--- config.mk ---
export PLATFORM = sky130hd
export DESIGN_NAME = uart_cmd_ctrl
export DESIGN_NICKNAME = d
export VERILOG_FILES = /design/src/rtl/uart_cmd_ctrl.sv
export SDC_FILE = /design/constraint.sdc
export NUM_CORES = 1
export LEC_CHECK = 0
export BUFFER_PORTS_ARGS = -buffer_cell sky130_fd_sc_hd__buf_2
export CAP_MARGIN = 20
export CORE_UTILIZATION = 30
export DETAILED_ROUTE_END_ITERATION = 10
export PLACE_DENSITY_LB_ADDON = 0.3
export SYNTH_ARGS = -nofsm -noshare
export SYNTH_HDL_FRONTEND = slang
export SYNTH_SLANG_ARGS = --single-unit
--- constraint.sdc ---
create_clock -name clk -period 4.2 [get_ports clk]
set_input_delay 0.63 -clock clk [delete_from_list [all_inputs] [get_ports clk]]
set_output_delay 0.63 -clock clk [all_outputs]
set_load 0.01 [all_outputs]
--- src/rtl/uart_cmd_ctrl.sv ---
// ---------------------------------------------------------------------------
// uart_cmd_ctrl
//
// Turns the byte stream from a UART receiver into single register-file
// writes. A command frame is four bytes: SYNC, ADDR, DATA, CHK, where
// CHK = ADDR ^ DATA. A good frame produces one valid/ready write. Bad
// checksums, inter-byte timeouts and bytes arriving while a write is still
// pending are reported as one-cycle error pulses with a sticky cause code.
// Debug counters track accepted writes (wrapping) and errors (saturating).
//
// Parameters
//   SYNC_BYTE     frame start marker
//   TIMEOUT_CLKS  max idle clocks between bytes inside a frame (2..65535)
//
// Ports
//   clk          system clock
//   reset_n      asynchronous active-low reset
//   rx_valid     one-cycle strobe, rx_byte is valid
//   rx_byte      received byte
//   wr_ready     register file accepts the write this cycle
//   wr_en        write request (valid)
//   wr_addr      write address, stable while wr_en=1
//   wr_data      write data, stable while wr_en=1
//   busy         high whenever a frame or write is in progress
//   frame_err    one-cycle pulse per detected error
//   err_code     last error cause: 00 none, 01 timeout, 10 checksum,
//                11 overrun
//   frame_count  accepted writes, wraps
//   err_count    errors, saturates at 8'hFF
// ---------------------------------------------------------------------------
module uart_cmd_ctrl #(
  parameter logic [7:0]  SYNC_BYTE    = 8'hA5,
  parameter int unsigned TIMEOUT_CLKS = 20000
) (
  input  logic       clk,
  input  logic       reset_n,
  input  logic       rx_valid,
  input  logic [7:0] rx_byte,
  input  logic       wr_ready,
  output logic       wr_en,
  output logic [7:0] wr_addr,
  output logic [7:0] wr_data,
  output logic       busy,
  output logic       frame_err,
  output logic [1:0] err_code,
  output logic [7:0] frame_count,
  output logic [7:0] err_count
);

  typedef enum logic [2:0] {
    IDLE,
    GET_ADDR,
    GET_DATA,
    GET_CHK,
    ISSUE
  } state_e;

  typedef enum logic [1:0] {
    ERR_NONE     = 2'b00,
    ERR_TIMEOUT  = 2'b01,
    ERR_CHECKSUM = 2'b10,
    ERR_OVERRUN  = 2'b11
  } err_e;

  // The idle counter is checked against the value it is about to take, so
  // the error registers on the same edge at which the count would reach
  // TIMEOUT_CLKS-1: the pulse appears TIMEOUT_CLKS-1 cycles after the last
  // accepted byte.
  localparam logic [15:0] TMO_LIMIT = 16'(TIMEOUT_CLKS - 1);

  state_e      state_q,       state_d;
  logic [15:0] tmo_cnt_q,     tmo_cnt_d;
  logic [7:0]  addr_q,        addr_d;
  logic [7:0]  data_q,        data_d;
  logic [7:0]  wr_addr_q,     wr_addr_d;
  logic [7:0]  wr_data_q,     wr_data_d;
  logic        frame_err_q,   frame_err_d;
  err_e        err_code_q,    err_code_d;
  logic [7:0]  frame_count_q, frame_count_d;
  logic [7:0]  err_count_q,   err_count_d;

  logic        in_frame;
  logic [15:0] tmo_inc;
  logic        timeout_hit;
  logic        err_hit;
  err_e        err_cause;

  // -------------------------------------------------------------------------
  // State and datapath registers
  // -------------------------------------------------------------------------
  // NOTE: every flop is assigned with <= so all registers update together
  // from values computed in the previous cycle; a blocking = here would let
  // later statements see half-updated state and break simulation/synthesis
  // equivalence.
  always_ff @(posedge clk or negedge reset_n) begin
    if (!reset_n) begin
      state_q       <= IDLE;
      tmo_cnt_q     <= '0;
      addr_q        <= '0;
      data_q        <= '0;
      wr_addr_q     <= '0;
      wr_data_q     <= '0;
      frame_err_q   <= 1'b0;
      err_code_q    <= ERR_NONE;
      frame_count_q <= '0;
      err_count_q   <= '0;
    end else begin
      state_q       <= state_d;
      tmo_cnt_q     <= tmo_cnt_d;
      addr_q        <= addr_d;
      data_q        <= data_d;
      wr_addr_q     <= wr_addr_d;
      wr_data_q     <= wr_data_d;
      frame_err_q   <= frame_err_d;
      err_code_q    <= err_code_d;
      frame_count_q <= frame_count_d;
      err_count_q   <= err_count_d;
    end
  end

  // -------------------------------------------------------------------------
  // Next-state and datapath logic
  // -------------------------------------------------------------------------
  always_comb begin
    in_frame    = (state_q == GET_ADDR) || (state_q == GET_DATA) ||
                  (state_q == GET_CHK);
    tmo_inc     = tmo_cnt_q + 16'd1;
    // A byte arriving on the limit cycle takes priority over the timeout.
    timeout_hit = in_frame && !rx_valid && (tmo_inc == TMO_LIMIT);
  end

  always_comb begin
    // NOTE: every signal written below gets a default first, so no path
    // through the case statement can leave one unassigned and infer a latch.
    state_d       = state_q;
    addr_d        = addr_q;
    data_d        = data_q;
    wr_addr_d     = wr_addr_q;
    wr_data_d     = wr_data_q;
    frame_count_d = frame_count_q;
    err_hit       = 1'b0;
    err_cause     = ERR_NONE;

    // The idle counter restarts on every byte and whenever the state is
    // left; outside the byte-collecting states it sits at zero.
    tmo_cnt_d = '0;
    if (in_frame && !rx_valid && !timeout_hit) begin
      tmo_cnt_d = tmo_inc;
    end

    unique case (state_q)
      IDLE: begin
        // Anything other than the marker is line noise and is dropped.
        if (rx_valid && (rx_byte == SYNC_BYTE)) begin
          state_d = GET_ADDR;
        end
      end

      // Inside a frame the marker value is ordinary payload, not a resync.
      GET_ADDR: begin
        if (rx_valid) begin
          addr_d  = rx_byte;
          state_d = GET_DATA;
        end
      end

      GET_DATA: begin
        if (rx_valid) begin
          data_d  = rx_byte;
          state_d = GET_CHK;
        end
      end

      GET_CHK: begin
        if (rx_valid) begin
          if (rx_byte == (addr_q ^ data_q)) begin
            wr_addr_d = addr_q;
            wr_data_d = data_q;
            state_d   = ISSUE;
          end else begin
            err_hit   = 1'b1;
            err_cause = ERR_CHECKSUM;
            state_d   = IDLE;
          end
        end
      end

      ISSUE: begin
        // wr_en is high for the whole of ISSUE, so wr_ready alone
        // completes the handshake.
        if (wr_ready) begin
          frame_count_d = frame_count_q + 8'd1;
          state_d       = IDLE;
        end
        // No buffering: a byte received while the write is pending is lost,
        // but the pending write itself is unaffected.
        if (rx_valid) begin
          err_hit   = 1'b1;
          err_cause = ERR_OVERRUN;
        end
      end

      default: begin
        state_d = IDLE;
      end
    endcase

    if (timeout_hit) begin
      err_hit   = 1'b1;
      err_cause = ERR_TIMEOUT;
      state_d   = IDLE;
    end

    frame_err_d = err_hit;
    err_code_d  = err_code_q;
    err_count_d = err_count_q;
    if (err_hit) begin
      err_code_d = err_cause;
      if (err_count_q != 8'hFF) begin
        err_count_d = err_count_q + 8'd1;
      end
    end
  end

  // -------------------------------------------------------------------------
  // Outputs
  // -------------------------------------------------------------------------
  // wr_en and busy are pure decodes of the registered state, so they clear
  // together with the state on reset and never glitch from inputs.
  always_comb begin
    wr_en = (state_q == ISSUE);
    busy  = (state_q != IDLE);
  end

  assign wr_addr     = wr_addr_q;
  assign wr_data     = wr_data_q;
  assign frame_err   = frame_err_q;
  assign err_code    = err_code_q;
  assign frame_count = frame_count_q;
  assign err_count   = err_count_q;

endmodule

# Yosys cells after proc, flatten, opt, wreduce, memory -nomap -nowiden
# Cells that the tools add are included.
[op_classes]
muxes = 19
n_eq_ne = 13
add_sub_neg = 3
n_reduce_logical = 16
n_bitwise = 1
[op_table]
columns = ["cell", "n"]
rows = [
  ["two-way mux 3 bit", 7],
  ["adder 16 x 1 -> 16 bit, second input constant", 1],
  ["adder 8 x 1 -> 8 bit, second input constant", 2],
  ["equality test 16 x 15 -> 1 bit, second input constant", 1],
  ["two-way mux 16 bit", 1],
  ["one-hot mux 3 bit (5 select lines)", 1],
  ["!= test 3 bit, second input constant", 4],
  ["equality test 8 bit", 1],
  ["equality test 8 bit, second input constant", 1],
  ["two-way mux 2 bit", 4],
  ["!= test 8 bit, second input constant", 1],
  ["AND reduction 2 bit", 4],
  ["bitwise XOR 8 bit", 1],
  ["equality test 3 x 2 -> 1 bit, second input constant", 2],
  ["AND reduction 5 bit", 1],
  ["logical AND 1 bit", 4],
  ["two-way mux 1 bit", 4],
  ["one-hot mux 2 bit (2 select lines)", 1],
  ["equality test 3 x 1 -> 1 bit, second input constant", 1],
  ["equality test 3 bit, second input constant", 1],
  ["logical NOT 3 bit", 1],
  ["!= test 3 x 2 -> 1 bit, second input constant", 1],
  ["AND reduction 3 bit", 1],
  ["nonzero test 3 bit", 1],
  ["3 further kinds", 5],
]
[totals]
reg_bits = 70
elab_cells = 62
input_bits = 12

# Logic depth before layout (Yosys ltp)
# Gate-level depths: netlist of run 1.
[depth]
depth_word = 8
depth_mapped = 8

# Worst setup path after synthesis of run 1
# Ideal clock, no wire load.
[synth_timing]
path_kind = "input to register"
startpoint = "input rx_byte[7]"
endpoint = "register wr_addr_q[1] (netlist: wr_addr[1])"
n_path_buf = 2
path_stages = 7
arrival_time_ns = 2.222
slack_ns = 1.853
path_cell_list = "xnor3_1 > nand4_1 > nor4_1 > and3_1 > buf_4 > buf_4 > mux2_2"
[synth_via]
elab_chain_cells = 2
[synth_lines]
columns = ["element", "line_no", "rtl"]
rows = [
  ["start, declared", "38", "input logic [7:0] rx_byte,"],
  ["equality test 8 bit", "176", "if (rx_byte == (addr_q ^ data_q)) begin"],
  ["AND reduction 3 bit (no source line)", "--", ""],
  ["end signal, assigned", "112", "wr_addr_q <= wr_addr_d;"],
  ["end, declared", "75", "logic [7:0] wr_addr_q, wr_addr_d;"],
]
# Every way passes these cells.
# A chain may end at the register's enable or synchronous reset.

# Worst setup path in the final report of run 1
[layout_timing]
startpoint = "input rx_byte[7]"
endpoint = "register wr_data_q[0] (netlist: wr_data[0])"
[layout_via]
elab_chain_cells = 2
[layout_lines]
columns = ["element", "line_no", "rtl"]
rows = [
  ["equality test 8 bit", "176", ""],
  ["AND reduction 3 bit (no source line)", "--", ""],
  ["end signal, assigned", "113", "wr_data_q <= wr_data_d;"],
  ["end, declared", "76", "logic [7:0] wr_data_q, wr_data_d;"],
]
# Every way passes these cells.

==> results of run 1 <==
flip-flops by register name, indices dropped and copies added (netlist names):
signal       cells
err_count        8
wr_data          8
wr_addr          8
tmo_cnt_q       16
frame_count      8
data_q           8
err_code         2
state_q          3
addr_q           8
frame_err        1
metrics by stage:
| stage | utilization | area (µm²) | power [mW] | setup slack (ns) |
|---|---|---|---|---|
| 6_report | 0.365 | 3980 | 1.90 | 1.61 |
| 5_1_grt | 0.365 | 3980 | 2.02 | 1.45 |
| 4_1_cts | 0.365 | 3980 | 1.94 | 1.60 |
| 3_5_place_dp | 0.346 | 3770 | 1.36 | 1.22 |
| 3_3_place_gp | 0.346 | 3770 | 1.36 | 1.26 |
| 2_1_floorplan | - | 3380 | 1.23 | 1.85 |
layout make-up:
class                           instances  area share
Sequential cell                        70       0.441
Multi-Input combinational cell        196       0.396
Timing Repair Buffer                   50      0.0642
Tap cell                              140      0.0441
Clock buffer                            9      0.0312
Clock inverter                          7      0.0205
Inverter                                4     0.00378
layer usage:
| metal | vias to the layer above | global-route usage | wire length (µm) |
|---|---|---|---|
| met1 | 1098 | 0.167 | 3180 |
| li1 | 1077 | - | - |
| met5 | - | 0 | 0 |
| met2 | 37 | 0.190 | 2970 |
| met4 | 0 | 0.0440 | 80 |
| met3 | 9 | 0.0440 | 342 |
power groups by stage:
stage / Combinational [mW] / Sequential, mW / Clock [mW]
floorplan: 0.336 / 0.890 / 0
global placement: 0.436 / 0.920 / 0
CTS: 0.442 / 0.910 / 0.586
finish: 0.428 / 0.908 / 0.562
global route: 0.474 / 0.934 / 0.614
detailed placement: 0.442 / 0.923 / 0
layout by cell type (no fill, tap or decap), types with 2 or more instances in the layout:
cell type  instances
a21oi_1            5
a31oi_1            2
and2_1             3
and3_1            10
buf_2             48
buf_4              2
clkbuf_8           9
clkinv_4           3
dfrtp_1           70
ha_1               4
inv_1              4
inv_6              2
mux2_1             2
mux2_2            31
nand2_1           13
nand3_1           11
nand3_2            2
nand3b_1           6
nand4_1            7
nor2_1            29
nor2b_1            3
nor3_1             2
nor4_1             5
o21ai_0            3
or3_1              2
or4bb_1            2
xnor2_1           23
xnor3_1            6
xor2_1             9
how the worst max path moves through the flow:
stage                     slack, ns    endpoint  cells after the start
final                          1.61  wr_data[0]                      6
after CTS                      1.60  wr_data[2]                      6
after detailed placement       1.22  wr_addr[2]                      6
after global placement         1.26  wr_data[0]                      6
after floorplan                1.85  wr_addr[1]                      7
after global routing           1.45  wr_addr[1]                      6
critical path, stage by stage:
cell and delay (ns):
buf_2 0.12, xnor3_1 0.37, nand4_1 0.12, nor4_1 0.39
and3_1 0.79, mux2_2 0.41
cell families after synthesis:
| family | synth area share |
|---|---|
| AND/OR/NAND/NOR | 0.174 |
| flip-flops | 0.519 |
| XOR/XNOR | 0.123 |
| multiplexers | 0.117 |
| AO/OA/AOI/OAI | 0.0363 |
| buffers and inverters | 0.0156 |
| adder cells (fa/ha/maj) | 0.0148 |
==> impl_results.md, run 1 <==
- Final Hold Slack: 0.386 ns
- 1st-pass router iterations: 4
- Die Ht: 108 µm
- Starting density of the core: 0.310
- CP Capture Type: flop
- Post-synth EDFFs: 0
- Die width: 108 µm
- Switch share: 0.303
- Highest Clock Rate: between 300 and 400 MHz
- CP max FO: 17
- Wirelength per Cell: 13.8 µm
- First-pass GRT wire length: around 11000 µm
- Layout Nets: 347
- Synth area leader: dfrtp_1
- Register area: ~1800 µm²
- Row cnt: 38
- Synthesized cell area: 3380 µm²
- Detailed-placement wirelength estimate: about 4700 µm
- Placed cell count: 460
- Worst Path Arrival: between 2 and 3 ns
- Total track usage: 0.126
- Slew headroom: 0.434
- Core ar.: 10900 µm²
- Worst vdd ir: 0.282 mV
- Number of remaining DRC errors: 0
- Synth top area share: 0.519
- Critical register-to-register path startpoint: data_q[7]
- Seq/Total Area, Yosys: 0.519
- Final Max Tran Viols: 0
- Worst setup path start: rx_byte[7]
- Syn avg cell area: 12.1 µm²
- Clock power frac: 0.296
- Multi-input logic area: 1570 µm²
- Layout fillers: ~1100
- Ys flop type: dfrtp_1
- Total number of yosys warnings: 0
- Largest net degree at the start of global routing: 38
- Setup TNS: 0 ns
- Status: complete, no violations
- Die area: ~12000 µm²
- Period utilisation layout: 0.618
- Final hold viol count: 0
- # diodes: 0
- Mapped Nets: ~290
- PD cells: 477 nW/µm²
- Syn Inst Count: approximately 280
- Top-level I/O count: 49
- Post-CTS Setup Inserts: 0
- Clk slew on worst S/H paths: 0.08 ns
- Drt initial violations: 60
- Reg power frac: 0.479
- Reg2Reg Setup Slack: 1.66 ns
- Final min period: 2.59 ns
- Post-synthesis cell type count: 42
- Leak: 1.93 nW
- Synth area leaders: dfrtp_1 (52%), mux2_2 (10%), xnor2_1 (6.0%)
- Count leader, synth: dfrtp_1
- R2r worst-path depth: 5
- Worst-Skew Late Latency: 0.35 ns
- Vias per inst: 4.67
- Psw: roughly 570 µW
- Placer congestion estimate: 0.751
- IO Port Bufs: between 40 and 50
- Synthesized flop and latch total: 70
- Worst path required time: 4.44 ns
- Layout cells sized above 1: 0.318
- Post-Route WL: approximately 6600 µm
- CTS tree: yes
- Clk buf depth: 2
- Critical path launch point type: primary input
- # resized after CTS: 0
- Final non-filler cell total: 476
- CP Class: in2reg
- Final Setup Violations: 0
- H-tree lvl count: 3
- Combinational share of power: 0.225
- Global route overflow: 0
- Clock skew: 0.00526 ns
- Sink Count: 70
- Final ANT Viol Nets: 0
- FF-to-FF End: wr_data[0]
- Worst-margin pin slew: between 0.8 and 0.9 ns
- Vias: approximately 2200
- Vias in the first global route: 2259
- CTS Buf Count: 9
- Number of antenna violations at the first check in global routing: 0
- Clk root buf: clkbuf_8
- CTS Hold Bufs: 0
- Cell internal pwr: 1.32 mW
- Area growth, synth to finish: 17.7%
- Max-cap violations: 0
- RSZ-0062 raised after global routing: false
- Hold crit path type: in2async
- Post-synth top cells: dfrtp_1 (70), mux2_2 (31), nor2_1 (29)
- Fraction of registers with async set/reset: 1.00
Note: power is estimated with default switching activity, not from simulation.
==> inputs of run 2 (changes only) <==
Clock period 4.2 ns to 2.4 ns, I/O delays scaled along.
==> impl_results.md, run 2 (same netlist as run 1, synthesis figures left out) <==
- Highest Clock Rate: around 450 MHz
- CP Capture Type: flop (unchanged)
- IO Port Bufs: 48 (unchanged)
- Period utilisation layout: 0.928
- Max-cap violations: 0 (unchanged)
- Layout cells sized above 1: 0.349 (was 0.318)
- Sink Count: 70 (unchanged)
- Final hold viol count: 13 (was 0)
- 1st-pass router iterations: 4 (unchanged)
- Worst path required time: 2.63 ns (was 4.44 ns)
- Number of remaining DRC errors: 0 (unchanged)
- PD cells: 831 nW/µm² (was 477 nW/µm²)
- Final min period: 2.23 ns
- Leading cell type in the layout, fill and taps excluded: dfrtp_1 (unchanged)
- Final ANT Viol Nets: 0 (unchanged)
- Core ar.: 10900 µm² (unchanged)
- Total track usage: 0.128 (was 0.126)
- Global route overflow: 0 (unchanged)
- Failing checks: negative hold slack
- CTS tree: yes (unchanged)
- Clk buf depth: 2 (unchanged)
- Slew headroom: 0.640 (was 0.434)
- Leak: 1.98 nW (was 1.93 nW)
- Status: complete, but fails checks (was complete, no violations)
- Placed cell count: 471 (was 460)
- Drt initial violations: 59 (was 60)
- Worst vdd ir: 0.536 mV (was 0.282 mV)
- # diodes: 0 (unchanged)
- CTS Buf Count: 9 (unchanged)
- Final non-filler cell total: 487 (was 476)
- Worst Path Arrival: 2.45 ns (was 2.83 ns)
- Largest net degree at the start of global routing: 27 (was 38)
- Post-Route WL: 6700 µm (was 6570 µm)
- Area growth, synth to finish: 20.6% (was 17.7%)
- H-tree lvl count: 3 (unchanged)
- Final Setup Violations: 0 (unchanged)
- RSZ-0062 raised after global routing: false (unchanged)
- Worst-Skew Late Latency: 0.34 ns (was 0.35 ns)
- Setup TNS: 0 ns (unchanged)
- CP max FO: 8 (was 17)
- Detailed-placement wirelength estimate: 4850 µm (was 4650 µm)
- Worst-margin pin slew: 0.540 ns (was 0.849 ns)
- Vias per inst: 4.68 (was 4.67)
- Row cnt: 38 (unchanged)
- Placer congestion estimate: 0.786 (was 0.751)
- First-pass GRT wire length: 11500 µm (was 11200 µm)
- Number of antenna violations at the first check in global routing: 0 (unchanged)
- Biggest register: tmo_cnt_q (unchanged)
- Reg2Reg Setup Slack: 0.17 ns (was 1.66 ns)
- Critical register-to-register path startpoint: tmo_cnt_q[4] (was data_q[7])
- CP Class: reg2reg (was in2reg)
- Final Max Tran Viols: 0 (unchanged)
- Clock skew: 0.0125 ns (was 0.00526 ns)
- Worst setup path start: tmo_cnt_q[4] (was rx_byte[7])
- Die area: 11700 µm² (unchanged)
- Layout Nets: 358 (was 347)
- Clk slew on worst S/H paths: 0.08 ns (about the same)
- Top-level I/O count: 49 (unchanged)
- Die width: 108 µm (unchanged)
- Final Hold Slack: -0.00324 ns (was 0.386 ns)
- Hold crit path type: in2async (unchanged)
- Starting density of the core: 0.310 (unchanged)
- Vias in the first global route: 2364 (was 2259)
- Vias: 2277 (was 2221)
- Clk root buf: clkbuf_8 (unchanged)
- Critical path launch point type: flop (was primary input)
- Max reg flops: 16 (unchanged)
- Leading cell types in the layout, fill and taps excluded: dfrtp_1 (69), buf_2 (48), mux2_2 (31) (was dfrtp_1 (70), buf_2 (48), mux2_2 (31))
- Die Ht: 108 µm (unchanged)
- Design Power: 3.39 mW (was 1.90 mW)
- Wirelength per Cell: 13.8 µm (about the same)
-- run 2: what timing repair did --
item                                   CTS  global route
endpoints found under the hold margin    0             0
resized for setup                        0             3
hold buffers                             0             0
setup endpoints to repair                0             2
buffers inserted                         0             0
-- run 2: through the flow --
step	setup WS, ns	instance area [µm²]	hold WS, ns	util
finish	0.174	4070	-0.00324	0.374
global route	0.0590	4070	0.0225	0.374
CTS	0.137	4060	0.00402	0.373
detailed placement	0.0783	3860	0.384	0.355
global placement	0.107	3860	0.384	0.355
floorplan	0.323	3380	0.0644	-
-- run 2: layout make-up --
type | instances | area, µm²
well taps | 140 | 175
fillers | 1059 | 6820
clock inverters | 7 | 72.6
clock buffers | 9 | 124
multi-input cells | 196 | 1580
repair buffers | 61 | 350
inverters | 4 | 15.0
flip-flops and latches | 70 | 1750
-- run 2: critical path, cell delays in order, from the launching register on --
cell and delay, ns:
dfrtp_1 0.48, nand4_4 0.19, nor4_1 0.40, xnor2_1 0.21, nand3_2 0.18, o21bai_4 0.27
nand2_4 0.08, mux2_4 0.30
-- run 2: path summary, 6_finish.rpt --
path / endpoint / cells past startpoint
max reg2reg: err_count[1] / 7
min: addr_q[0] / 1
max in group asynchronous: tmo_cnt_q[2] / 2
max: err_count[1] / 7
min reg2reg: frame_count[7] / 1
min in group clk: addr_q[2] / 2
-- run 2: layer usage --
layer | share of wire | GRT usage
met1 | 0.47 | 0.164
met2 | 0.48 | 0.209
met3 | 0.045 | 0.0404
met4 | 0.0063 | 0.0352
met5 | 0 | 0
-- run 2: power by group --
group          switching [mW]  total [mW]  internal [mW]
combinational           0.340       0.830          0.490
clock                   0.486       0.970          0.484
sequential              0.205        1.59           1.38
==> inputs of run 3 (changes only) <==
Settings changed: PLACE_DENSITY set to 0.54, PLACE_DENSITY_LB_ADDON 0.3 to not set.
==> impl_results.md, run 3 (same netlist as run 1, synthesis figures left out) <==
- Vias per inst: 4.68 (about the same)
- Wirelength per Cell: 13.7 µm (was 13.8 µm)
- Critical register-to-register path startpoint: tmo_cnt_q[0] (was tmo_cnt_q[4])
- Slew headroom: 0.693 (was 0.640)
- Worst Setup EP: err_count[1] (unchanged)
- Die Ht: 108 µm (unchanged)
- Leading cell type in the layout, fill and taps excluded: dfrtp_1 (unchanged)
- Post-CTS Setup Inserts: 0 (unchanged)
- IO Port Bufs: 48 (unchanged)
- Die width: 108 µm (unchanged)
- Die area: 11700 µm² (unchanged)
- Design Power: 3.44 mW (was 3.39 mW)
- Layout fillers: 1081 (was 1059)
- Leak: 1.99 nW (was 1.98 nW)
- Clk buf depth: 2 (unchanged)
- Worst setup path start: tmo_cnt_q[0] (was tmo_cnt_q[4])
- Worst path required time: 2.62 ns (was 2.63 ns)
- 1st-pass router iterations: 4 (unchanged)
- # diodes: 0 (unchanged)
- Final Setup Violations: 0 (unchanged)
- Worst vdd ir: 0.351 mV (was 0.536 mV)
- Reg2Reg Setup Slack: 0.20 ns (was 0.17 ns)
- H-tree lvl count: 3 (unchanged)
- Fin area: 4090 µm² (was 4070 µm²)
- Core Util, Final: 0.376 (was 0.374)
- CP Capture Type: flop (unchanged)
- CTS tree: yes (unchanged)
- Worst-Skew Late Latency: 0.34 ns (about the same)
- Post-placement cell area: 3870 µm² (was 3860 µm²)
- Final hold viol count: 0 (was 13)
- Post-Route WL: 6630 µm (was 6700 µm)
- Setup TNS: 0 ns (unchanged)
- R2r worst-path depth: 8 (was 7)
- CP max FO: 7 (was 8)
- Final Max Tran Viols: 0 (unchanged)
- Biggest register: tmo_cnt_q (unchanged)
- Status: complete, no violations (was complete, but fails checks)
- Clk slew on worst S/H paths: 0.08 ns (about the same)
- Highest Clock Rate: 456 MHz (was 449 MHz)
- CTS Buf Count: 9 (unchanged)
- Max-cap violations: 0 (unchanged)
- FF-to-FF End: err_count[1] (unchanged)
- Critical path launch point type: flop (unchanged)
- Drt initial violations: 69 (was 59)
- Leading cell types in the layout, fill and taps excluded: dfrtp_1 (70), buf_2 (48), mux2_2 (31) (was dfrtp_1 (69), buf_2 (48), mux2_2 (31))
- Clock skew: 0.00785 ns (was 0.0125 ns)
- Top-level I/O count: 49 (unchanged)
- PD cells: 842 nW/µm² (was 831 nW/µm²)
- GR Layer Usage met2: 0.207 (was 0.209)
- Number of remaining DRC errors: 0 (unchanged)
- CTS Hold Bufs: 0 (unchanged)
- Period utilisation layout: 0.915 (was 0.928)
- Most used routing layer in global routing: met2 (unchanged)
- Layout Nets: 356 (was 358)
- Detailed-placement wirelength estimate: 4680 µm (was 4850 µm)
- Layout cells sized above 1: 0.333 (was 0.349)
- Placer congestion estimate: 0.764 (was 0.786)
- Row cnt: 38 (unchanged)
- Core ar.: 10900 µm² (unchanged)
- First-pass GRT wire length: 11600 µm (was 11500 µm)
- RSZ-0062 raised after global routing: false (unchanged)
- Final min period: 2.20 ns (was 2.23 ns)
- CP Class: reg2reg (unchanged)
- Global route overflow: 0 (unchanged)
- Met1 Track Usage GR: 0.163 (was 0.164)
- Sink Count: 70 (unchanged)
- Clk root buf: clkbuf_8 (unchanged)
- Register area: 1750 µm² (about the same)
- Total track usage: 0.127 (was 0.128)
- Number of antenna violations at the first check in global routing: 0 (unchanged)
- Worst-margin pin slew: 0.456 ns (was 0.540 ns)
- Area growth, synth to finish: 21.1% (was 20.6%)
- Hold crit path type: in2async (unchanged)
- Final Hold Slack: 0.0298 ns (was -0.00324 ns)
- Final ANT Viol Nets: 0 (unchanged)
- Worst Path Arrival: 2.42 ns (was 2.45 ns)
- Vias: 2268 (was 2277)
- # resized after CTS: 0 (unchanged)
- Largest net degree at the start of global routing: 71 (was 27)
- Multi-input logic area: 1570 µm² (was 1580 µm²)
- Starting density of the core: 0.310 (unchanged)
- Max reg flops: 16 (unchanged)
- Vias in the first global route: 2343 (was 2364)
- GR Util met3: 0.0295 (was 0.0404)
[run 3: how the worst min path moves through the flow]
stage	end	depth (start not counted)	slack (ns)
final	frame_count[3]	2	0.03
after global routing	frame_count[4]	2	0.05
after CTS	state_q[0]	2	0.05
after detailed placement	frame_count[4]	2	0.42
after global placement	frame_count[5]	2	0.42
after floorplan	addr_q[0]	0	0.06
[run 3: critical path, cell delays in order, from the launching register on]
cell and delay, ns:
dfrtp_1 0.39, ha_1 0.29, xor2_1 0.24, nand3b_1 0.10
nor4_1 0.26, nand3_2 0.17, o21bai_4 0.27, nand2_4 0.08
mux2_4 0.30
[run 3: per-stage QoR]
stage | setup slack, ns | cells
2_1_floorplan | 0.323 | 278
3_3_place_gp | 0.128 | 469
3_5_place_dp | 0.0974 | 469
4_1_cts | 0.176 | 485
5_1_grt | 0.0354 | 485
6_report | 0.205 | 485
[run 3: report_power, final]
part	switching [mW]	internal, mW
registers	0.207	1.38
logic	0.336	0.488
clock network	0.450	0.584
total	0.992	2.45
[run 3: area by class of cell]
type / instances / share of cell area
clock buffer: 10 / 0.0312
multi-input combinational: 196 / 0.385
sequential: 70 / 0.428
tap: 140 / 0.0428
timing repair buffer: 59 / 0.0881
inverter: 4 / 0.00367
clock inverter: 6 / 0.0211
[run 3: metal layers]
metal	vias to the layer above	part of all wire
met2	34	0.48
li1	1096	-
met1	1131	0.47
met3	7	0.038
met5	-	0
met4	0	0.012
